File: config.mk
export PLATFORM = sky130hd
export DESIGN_NAME = if_id_stage_flat
export DESIGN_NICKNAME = d
export VERILOG_FILES = /design/src/rtl/if_id_stage_if.sv /design/src/rtl/if_id_stage.sv /design/src/flat_wrapper.sv
export SDC_FILE = /design/constraint.sdc
export NUM_CORES = 2
export LEC_CHECK = 0
export BUFFER_PORTS_ARGS = -buffer_cell sky130_fd_sc_hd__buf_2
export CAP_MARGIN = 10
export CELL_PAD_IN_SITES_DETAIL_PLACEMENT = 1
export CELL_PAD_IN_SITES_GLOBAL_PLACEMENT = 1
export CORE_ASPECT_RATIO = 1.5
export CORE_UTILIZATION = 36
export CTS_BUF_LIST = sky130_fd_sc_hd__clkbuf_16
export CTS_CLUSTER_SIZE = 14
export DETAILED_ROUTE_END_ITERATION = 8
export PLACE_DENSITY_LB_ADDON = 0.15
export SYNTH_ARGS = -nofsm -noshare
export SYNTH_HDL_FRONTEND = slang
export SYNTH_SLANG_ARGS = --single-unit
File: constraint.sdc
create_clock -name clock -period 3.43 [get_ports clock]
set_input_delay 1.029 -clock clock [delete_from_list [all_inputs] [get_ports clock]]
set_output_delay 1.029 -clock clock [all_outputs]
set_load 0.005 [all_outputs]
File: src/rtl/if_id_stage_if.sv
// if_id_stage_if: groups the fetch/decode front end's preload, pipeline
// control and ID/EX output bundle into one connection.
//   imem_we/imem_addr/imem_wdata : instruction memory preload port
//   stall, branch_taken, branch_target_in : pipeline control from execute
//   ALUop, rs, rt, rd, SEin, control bits, branch_target, valid, illegal :
//     registered ID/EX bundle toward the execute stage
// slave modport is used by the stage itself, master by whoever drives it.
interface if_id_stage_if #(
   parameter int unsigned IMEM_AW = 6
);
   logic               imem_we;
   logic [IMEM_AW-1:0] imem_addr;
   logic [31:0]        imem_wdata;
   logic               stall;
   logic               branch_taken;
   logic [31:0]        branch_target_in;

   logic [1:0]         ALUop;
   logic [4:0]         rs;
   logic [4:0]         rt;
   logic [4:0]         rd;
   logic [15:0]        SEin;
   logic               RegWrite;
   logic               RegDst;
   logic               ALUSrc;
   logic               MemtoReg;
   logic               MemWrite;
   logic               MemRead;
   logic               Branch;
   logic [31:0]        branch_target;
   logic               valid;
   logic               illegal;

   modport master (
      output imem_we, imem_addr, imem_wdata, stall, branch_taken, branch_target_in,
      input  ALUop, rs, rt, rd, SEin, RegWrite, RegDst, ALUSrc, MemtoReg,
             MemWrite, MemRead, Branch, branch_target, valid, illegal
   );

   modport slave (
      input  imem_we, imem_addr, imem_wdata, stall, branch_taken, branch_target_in,
      output ALUop, rs, rt, rd, SEin, RegWrite, RegDst, ALUSrc, MemtoReg,
             MemWrite, MemRead, Branch, branch_target, valid, illegal
   );
endinterface

File: src/rtl/if_id_stage.sv
// if_id_stage: fetch/decode front end. Holds the PC and a preloadable
// word-addressed instruction memory, registers the fetched word in IF/ID,
// decodes it and registers the execute-stage control bundle at ID/EX.
//   clock   : rising-edge clock
//   reset_n : asynchronous active-low reset (memory contents not reset)
//   bus     : preload port, stall/branch redirect in, ID/EX bundle out
module if_id_stage #(
   parameter logic [31:0] RESET_PC = 32'h0000_0000,
   parameter int unsigned IMEM_AW  = 6
) (
   input  logic          clock,
   input  logic          reset_n,
   if_id_stage_if.slave  bus
);

   localparam int unsigned DEPTH = 1 << IMEM_AW;

   typedef enum logic [5:0] {
      OP_RTYPE = 6'h00,
      OP_BEQ   = 6'h04,
      OP_ADDI  = 6'h08,
      OP_LW    = 6'h23,
      OP_SW    = 6'h2B
   } opcode_e;

   // ---------------- instruction memory ----------------
   logic [31:0] imem_q [DEPTH];
   logic [31:0] fetch_word;

   always_ff @(posedge clock) begin
      if (bus.imem_we) begin
         imem_q[bus.imem_addr] <= bus.imem_wdata;
      end
   end

   // Upper PC bits are ignored, so fetch addresses wrap modulo the depth.
   // The write above lands at the edge, so a same-cycle fetch sees the old word.
   logic [31:0] pc_q, pc_d;
   assign fetch_word = imem_q[pc_q[IMEM_AW+1:2]];

   // ---------------- PC and IF/ID ----------------
   logic        if_valid_q, if_valid_d;
   logic [31:0] if_instr_q, if_instr_d;
   logic [31:0] if_pc4_q,   if_pc4_d;

   always_comb begin
      pc_d       = pc_q;
      if_valid_d = if_valid_q;
      if_instr_d = if_instr_q;
      if_pc4_d   = if_pc4_q;
      if (bus.branch_taken) begin
         pc_d       = bus.branch_target_in;
         if_valid_d = 1'b0;
      end else if (!bus.stall) begin
         pc_d       = pc_q + 32'd4;
         if_valid_d = 1'b1;
         if_instr_d = fetch_word;
         if_pc4_d   = pc_q + 32'd4;
      end
   end

   always_ff @(posedge clock or negedge reset_n) begin
      if (!reset_n) begin
         pc_q       <= RESET_PC;
         if_valid_q <= 1'b0;
         if_instr_q <= '0;
         if_pc4_q   <= '0;
      end else begin
         pc_q       <= pc_d;
         if_valid_q <= if_valid_d;
         if_instr_q <= if_instr_d;
         if_pc4_q   <= if_pc4_d;
      end
   end

   // ---------------- decode ----------------
   logic [5:0]  opcode;
   logic [15:0] imm;
   logic        dec_regdst, dec_alusrc, dec_memtoreg, dec_regwrite;
   logic        dec_memread, dec_memwrite, dec_branch, dec_illegal;
   logic [1:0]  dec_aluop;

   assign opcode = if_instr_q[31:26];
   assign imm    = if_instr_q[15:0];

   always_comb begin
      dec_regdst   = 1'b0;
      dec_alusrc   = 1'b0;
      dec_memtoreg = 1'b0;
      dec_regwrite = 1'b0;
      dec_memread  = 1'b0;
      dec_memwrite = 1'b0;
      dec_branch   = 1'b0;
      dec_aluop    = 2'b00;
      dec_illegal  = 1'b0;
      case (opcode)
         OP_RTYPE: begin
            dec_regdst   = 1'b1;
            dec_regwrite = 1'b1;
            dec_aluop    = 2'b10;
         end
         OP_LW: begin
            dec_alusrc   = 1'b1;
            dec_memtoreg = 1'b1;
            dec_regwrite = 1'b1;
            dec_memread  = 1'b1;
         end
         OP_SW: begin
            dec_alusrc   = 1'b1;
            dec_memwrite = 1'b1;
         end
         OP_BEQ: begin
            dec_branch   = 1'b1;
            dec_aluop    = 2'b01;
         end
         OP_ADDI: begin
            dec_alusrc   = 1'b1;
            dec_regwrite = 1'b1;
         end
         default: dec_illegal = 1'b1;
      endcase
   end

   // ---------------- ID/EX ----------------
   logic [8:0]  ctrl_q, ctrl_d;   // {RegDst,ALUSrc,MemtoReg,RegWrite,MemRead,MemWrite,Branch,ALUop}
   logic [4:0]  rs_q, rs_d, rt_q, rt_d, rd_q, rd_d;
   logic [15:0] sein_q, sein_d;
   logic [31:0] bt_q, bt_d;
   logic        valid_q, valid_d, illegal_q, illegal_d;
   logic        bubble;

   // A redirect also kills whatever sits in IF/ID this cycle (the branch shadow).
   assign bubble = bus.branch_taken | bus.stall | ~if_valid_q;

   always_comb begin
      ctrl_d    = '0;
      valid_d   = 1'b0;
      illegal_d = 1'b0;
      rs_d      = rs_q;
      rt_d      = rt_q;
      rd_d      = rd_q;
      sein_d    = sein_q;
      bt_d      = bt_q;
      if (!bubble) begin
         ctrl_d    = {dec_regdst, dec_alusrc, dec_memtoreg, dec_regwrite,
                      dec_memread, dec_memwrite, dec_branch, dec_aluop};
         valid_d   = 1'b1;
         illegal_d = dec_illegal;
         rs_d      = if_instr_q[25:21];
         rt_d      = if_instr_q[20:16];
         rd_d      = if_instr_q[15:11];
         sein_d    = imm;
         bt_d      = if_pc4_q + {{14{imm[15]}}, imm, 2'b00};
      end
   end

   always_ff @(posedge clock or negedge reset_n) begin
      if (!reset_n) begin
         ctrl_q    <= '0;
         valid_q   <= 1'b0;
         illegal_q <= 1'b0;
         rs_q      <= '0;
         rt_q      <= '0;
         rd_q      <= '0;
         sein_q    <= '0;
         bt_q      <= '0;
      end else begin
         ctrl_q    <= ctrl_d;
         valid_q   <= valid_d;
         illegal_q <= illegal_d;
         rs_q      <= rs_d;
         rt_q      <= rt_d;
         rd_q      <= rd_d;
         sein_q    <= sein_d;
         bt_q      <= bt_d;
      end
   end

   assign bus.RegDst        = ctrl_q[8];
   assign bus.ALUSrc        = ctrl_q[7];
   assign bus.MemtoReg      = ctrl_q[6];
   assign bus.RegWrite      = ctrl_q[5];
   assign bus.MemRead       = ctrl_q[4];
   assign bus.MemWrite      = ctrl_q[3];
   assign bus.Branch        = ctrl_q[2];
   assign bus.ALUop         = ctrl_q[1:0];
   assign bus.rs            = rs_q;
   assign bus.rt            = rt_q;
   assign bus.rd            = rd_q;
   assign bus.SEin          = sein_q;
   assign bus.branch_target = bt_q;
   assign bus.valid         = valid_q;
   assign bus.illegal       = illegal_q;

endmodule

File: src/flat_wrapper.sv
// flat-port wrapper written by rule: the top's interface ports become plain ports
module if_id_stage_flat 
#(
   parameter logic [31:0] RESET_PC = 32'h0000_0000,
   parameter int unsigned IMEM_AW  = 6
)
  (clock, reset_n, bus_imem_we, bus_imem_addr, bus_imem_wdata, bus_stall, bus_branch_taken, bus_branch_target_in, bus_ALUop, bus_rs, bus_rt, bus_rd, bus_SEin, bus_RegWrite, bus_RegDst, bus_ALUSrc, bus_MemtoReg, bus_MemWrite, bus_MemRead, bus_Branch, bus_branch_target, bus_valid, bus_illegal);
  if_id_stage_if #(.IMEM_AW(IMEM_AW)) bus_i ();
  input  logic clock;
  input  logic reset_n;
  input wire logic [$bits(bus_i.imem_we)-1:0] bus_imem_we;
  input wire logic [$bits(bus_i.imem_addr)-1:0] bus_imem_addr;
  input wire logic [$bits(bus_i.imem_wdata)-1:0] bus_imem_wdata;
  input wire logic [$bits(bus_i.stall)-1:0] bus_stall;
  input wire logic [$bits(bus_i.branch_taken)-1:0] bus_branch_taken;
  input wire logic [$bits(bus_i.branch_target_in)-1:0] bus_branch_target_in;
  output wire logic [$bits(bus_i.ALUop)-1:0] bus_ALUop;
  output wire logic [$bits(bus_i.rs)-1:0] bus_rs;
  output wire logic [$bits(bus_i.rt)-1:0] bus_rt;
  output wire logic [$bits(bus_i.rd)-1:0] bus_rd;
  output wire logic [$bits(bus_i.SEin)-1:0] bus_SEin;
  output wire logic [$bits(bus_i.RegWrite)-1:0] bus_RegWrite;
  output wire logic [$bits(bus_i.RegDst)-1:0] bus_RegDst;
  output wire logic [$bits(bus_i.ALUSrc)-1:0] bus_ALUSrc;
  output wire logic [$bits(bus_i.MemtoReg)-1:0] bus_MemtoReg;
  output wire logic [$bits(bus_i.MemWrite)-1:0] bus_MemWrite;
  output wire logic [$bits(bus_i.MemRead)-1:0] bus_MemRead;
  output wire logic [$bits(bus_i.Branch)-1:0] bus_Branch;
  output wire logic [$bits(bus_i.branch_target)-1:0] bus_branch_target;
  output wire logic [$bits(bus_i.valid)-1:0] bus_valid;
  output wire logic [$bits(bus_i.illegal)-1:0] bus_illegal;
  assign bus_i.imem_we = bus_imem_we;
  assign bus_i.imem_addr = bus_imem_addr;
  assign bus_i.imem_wdata = bus_imem_wdata;
  assign bus_i.stall = bus_stall;
  assign bus_i.branch_taken = bus_branch_taken;
  assign bus_i.branch_target_in = bus_branch_target_in;
  assign bus_ALUop = bus_i.ALUop;
  assign bus_rs = bus_i.rs;
  assign bus_rt = bus_i.rt;
  assign bus_rd = bus_i.rd;
  assign bus_SEin = bus_i.SEin;
  assign bus_RegWrite = bus_i.RegWrite;
  assign bus_RegDst = bus_i.RegDst;
  assign bus_ALUSrc = bus_i.ALUSrc;
  assign bus_MemtoReg = bus_i.MemtoReg;
  assign bus_MemWrite = bus_i.MemWrite;
  assign bus_MemRead = bus_i.MemRead;
  assign bus_Branch = bus_i.Branch;
  assign bus_branch_target = bus_i.branch_target;
  assign bus_valid = bus_i.valid;
  assign bus_illegal = bus_i.illegal;
  if_id_stage #(.RESET_PC(RESET_PC), .IMEM_AW(IMEM_AW)) u_core (.clock(clock), .reset_n(reset_n), .bus(bus_i));
endmodule
==> flow_metrics.env <==
export IMPL_fill_cells=22500
export IMPL_crit_type="reg2reg"
export IMPL_tightest_slew_ps=1095
export IMPL_ys_seq_area_share_pct=75.61
export IMPL_finalNonFillerCells=8057
export IMPL_total_power_uw=62150
export IMPL_routedWlPerCell_um=33.88
export IMPL_dp_cells=7668
export IMPL_reg2reg_depth=8
export IMPL_ant_nets=0
export IMPL_ys_seq_elements=2212
export IMPL_core_rowCount=220
export IMPL_synth_warnings=0
export IMPL_required_ps=4120
export IMPL_fin_tns_setup_ps=0
export IMPL_clock_sinks=2212
export IMPL_skew_ps=52.51
export IMPL_critPathMaxFanout=36
export IMPL_clk_path_buf_depth=4
export IMPL_cap_viol_max_count=0
export IMPL_synth_ff_type="edfxtp_1"
export IMPL_die_w_um=402.8
export IMPL_period_share_pct=98.26
export IMPL_critPathTopFamily="multiplexers"
export IMPL_fin_hold_ws_ps=225.2
export IMPL_syn_area_um2=86760
export IMPL_path_clk_slew_ps=70
export IMPL_firstDrtPassIters=5
export IMPL_arrival_ps=4060
export IMPL_hold_class="in2async"
export IMPL_ios=149
export IMPL_power_density_nw_per_um2=612.4
export IMPL_final_nets=4884
export IMPL_async_flop_share_pct=7.414
export IMPL_leakagePower_uw=0.03331
export IMPL_finalHoldViolations=0
export IMPL_grt_pass1_vias=47810
export IMPL_startpoint_type="flop"
export IMPL_grt_pass1_wl_um=380700
export IMPL_gp_congestion=0.8024
export IMPL_slew_violations=0
export IMPL_finalCriticalPeriod_ps=3370
export IMPL_vias_per_cell=5.514
export IMPL_antenna_found_initial=22
export IMPL_cts_buffers=215
export IMPL_fp_dieH_um=603.3
export IMPL_coreArea_um2=239500
export IMPL_synthesis_nets=4410
export IMPL_vias=44430
export IMPL_slowest_stage="nor3_1"
export IMPL_area_growth_pct=16.97
export IMPL_grt_usage_pct=22.45
export IMPL_finalSetupViolations=0
export IMPL_worst_path_largest_cell_delay_ps=770
export IMPL_port_buffers=148
export IMPL_r2r_start="u_core.pc_q[2]$_DFFE_PN0N_"
export IMPL_utilization_pct=42.38
export IMPL_timing_rr_end="u_core.if_instr_q[21]$_DFFE_PN0P_"
export IMPL_relSlewSlack_pct=26.98
export IMPL_status="finished, final reports clean"
export IMPL_die_area_um2=243000
export IMPL_grt_start_max_net_pins=76
export IMPL_grt_overflow_total=0
export IMPL_ir_drop_v=0.0004882
export IMPL_postSynthCellCount=4304
export IMPL_start_util_pct=36.23
export IMPL_crit_top_cell="buf_12"
export IMPL_path_buf_inv=3
export IMPL_reg2reg_slack_ps=60
export IMPL_synth_edf_count=2048
export IMPL_first_iter_violations=3914
export IMPL_drt_total_wl_um=273000
export IMPL_cp_end_kind="flop"
export IMPL_rsz0062_at_grt="no"
export IMPL_dp_hpwl_um=168900
export IMPL_clock_root_buffer="clkbuf_16"
export IMPL_cp_cell_sequence="buf_12, buf_4, buf_12, mux4_2, mux2i_1, o22ai_1, nor3_1, a21oi_1"
export IMPL_synth_cell_types=62
export IMPL_fmax_mhz=296.7
export IMPL_final_layout_size_suffix_gt1_share_pct=28.48
export IMPL_drc=0
export IMPL_clkLatencyLatePin_ps=880
export IMPL_cts_htree_levels=4
export IMPL_syn_avg_cell_area_um2=20.16
export IMPL_cts_tree="yes"
==> where the power goes <==
group          switching, uW  internal, uW
Sequential               630         30100
Combinational           4850          3350
Clock                  10300         12900
==> registers in the layout, indices dropped and copies added, names as in the netlist, 7 cells and up <==
register / count
u_core.imem_q: 2048
u_core.ctrl_q: 7
u_core.bus.SEin: 15
u_core.pc_q: 32
u_core.if_pc4_q: 32
u_core.if_instr_q: 32
u_core.bus.branch_target: 32
==> cell usage after synthesis, types with 12 or more instances <==
library cell / instances / area, um2
nor2_1: 140 / 525.5
nor3_1: 53 / 265.3
edfxtp_1: 2048 / 61500
xnor2_1: 43 / 376.6
mux2_2: 15 / 168.9
nand3_1: 37 / 185.2
buf_2: 52 / 260.3
buf_4: 50 / 375.4
nor2b_1: 12 / 75.07
mux2i_1: 209 / 2092
and2_1: 23 / 143.9
o21ai_0: 101 / 505.5
o21ai_1: 16 / 80.08
nand2_1: 277 / 1040
a211oi_1: 31 / 232.7
xor2_1: 34 / 297.8
mux4_2: 513 / 11550
buf_1: 30 / 112.6
o22ai_1: 99 / 619.3
a21oi_1: 83 / 415.4
clkbuf_1: 105 / 394.1
dfrtp_1: 164 / 4104
ha_1: 30 / 375.4
==> metal layers <==
layer	vias to the layer above	share of wire, %	track usage, %	wire length [um]
met4	10	2.9	6.269	7861
li1	18520	-	-	-
met1	24520	39	27.45	106700
met5	-	0.026	0	70
met2	1047	54	41.52	147600
met3	330	3.9	2.513	10690
==> how the worst max path moves through the flow <==
stage / depth (start not counted) / endpoint / slack, ps / start
6_report: 8 / u_core.if_instr_q[21]$_DFFE_PN0P_ / 60 / u_core.pc_q[2]$_DFFE_PN0N_
5_1_grt: 8 / u_core.if_instr_q[21]$_DFFE_PN0P_ / 5 / u_core.pc_q[2]$_DFFE_PN0N_
4_1_cts: 8 / u_core.if_instr_q[21]$_DFFE_PN0P_ / 50 / u_core.pc_q[2]$_DFFE_PN0N_
3_5_place_dp: 9 / u_core.if_instr_q[30]$_DFFE_PN0P_ / -30 / u_core.pc_q[2]$_DFFE_PN0N_
3_3_place_gp: 9 / u_core.if_instr_q[30]$_DFFE_PN0P_ / 3 / u_core.pc_q[2]$_DFFE_PN0N_
2_1_floorplan: 4 / u_core.imem_q[10][0]$_DFFE_PP_ / -230 / bus_imem_addr[3]
==> layout by cell type, fill, tap and decap left out, drive strengths merged, types with 86 or more instances in the layout <==
master	instances
nand2	277
clkbuf	218
mux4	513
o21ai	117
clkinv	86
edfxtp	2048
dfrtp	164
buf	501
nor2	140
o22ai	99
mux2i	209
==> cell families after synthesis <==
group,Yosys count,synth area share (%)
DFF,2212,75.61
and+or+nand+nor,598,3.030
AOI/OAI and AO/OA,394,2.739
adders and majority gates,31,0.4557
xor gates and xnor gates,77,0.7773
buffers and inverters,255,1.464
muxes,737,15.92
==> metrics by stage <==
step	instance area [um2]	worst slack [ps]
6_report	101500	59.76
5_1_grt	101500	5.401
4_1_cts	101400	50.03
3_5_place_dp	94730	-33.72
3_3_place_gp	94730	3.232
2_1_floorplan	86810	-226.3
==> final cells by class <==
| type | instances | area, um2 | share of cell area (%) |
|---|---|---|---|
| inverters | 10 | 40.04 | 0.03945 |
| well taps | 3108 | 3889 | 3.832 |
| multi-input cells | 1837 | 20420 | 20.12 |
| clock buffers | 217 | 5430 | 5.351 |
| repair buffers | 502 | 4796 | 4.726 |
| flip-flops and latches | 2212 | 65620 | 64.66 |
| diodes | 5 | 12.51 | 0.01233 |
| clock inverters | 166 | 1282 | 1.264 |
==> what timing repair did <==
| action | in CTS | in global routing |
|---|---|---|
| gates resized for setup | 1 | 2 |
| setup buffers | 0 | 0 |
| setup endpoints to repair | 1 | 2 |
| hold buffers | 0 | 0 |
(Power assumes the default switching activity.)
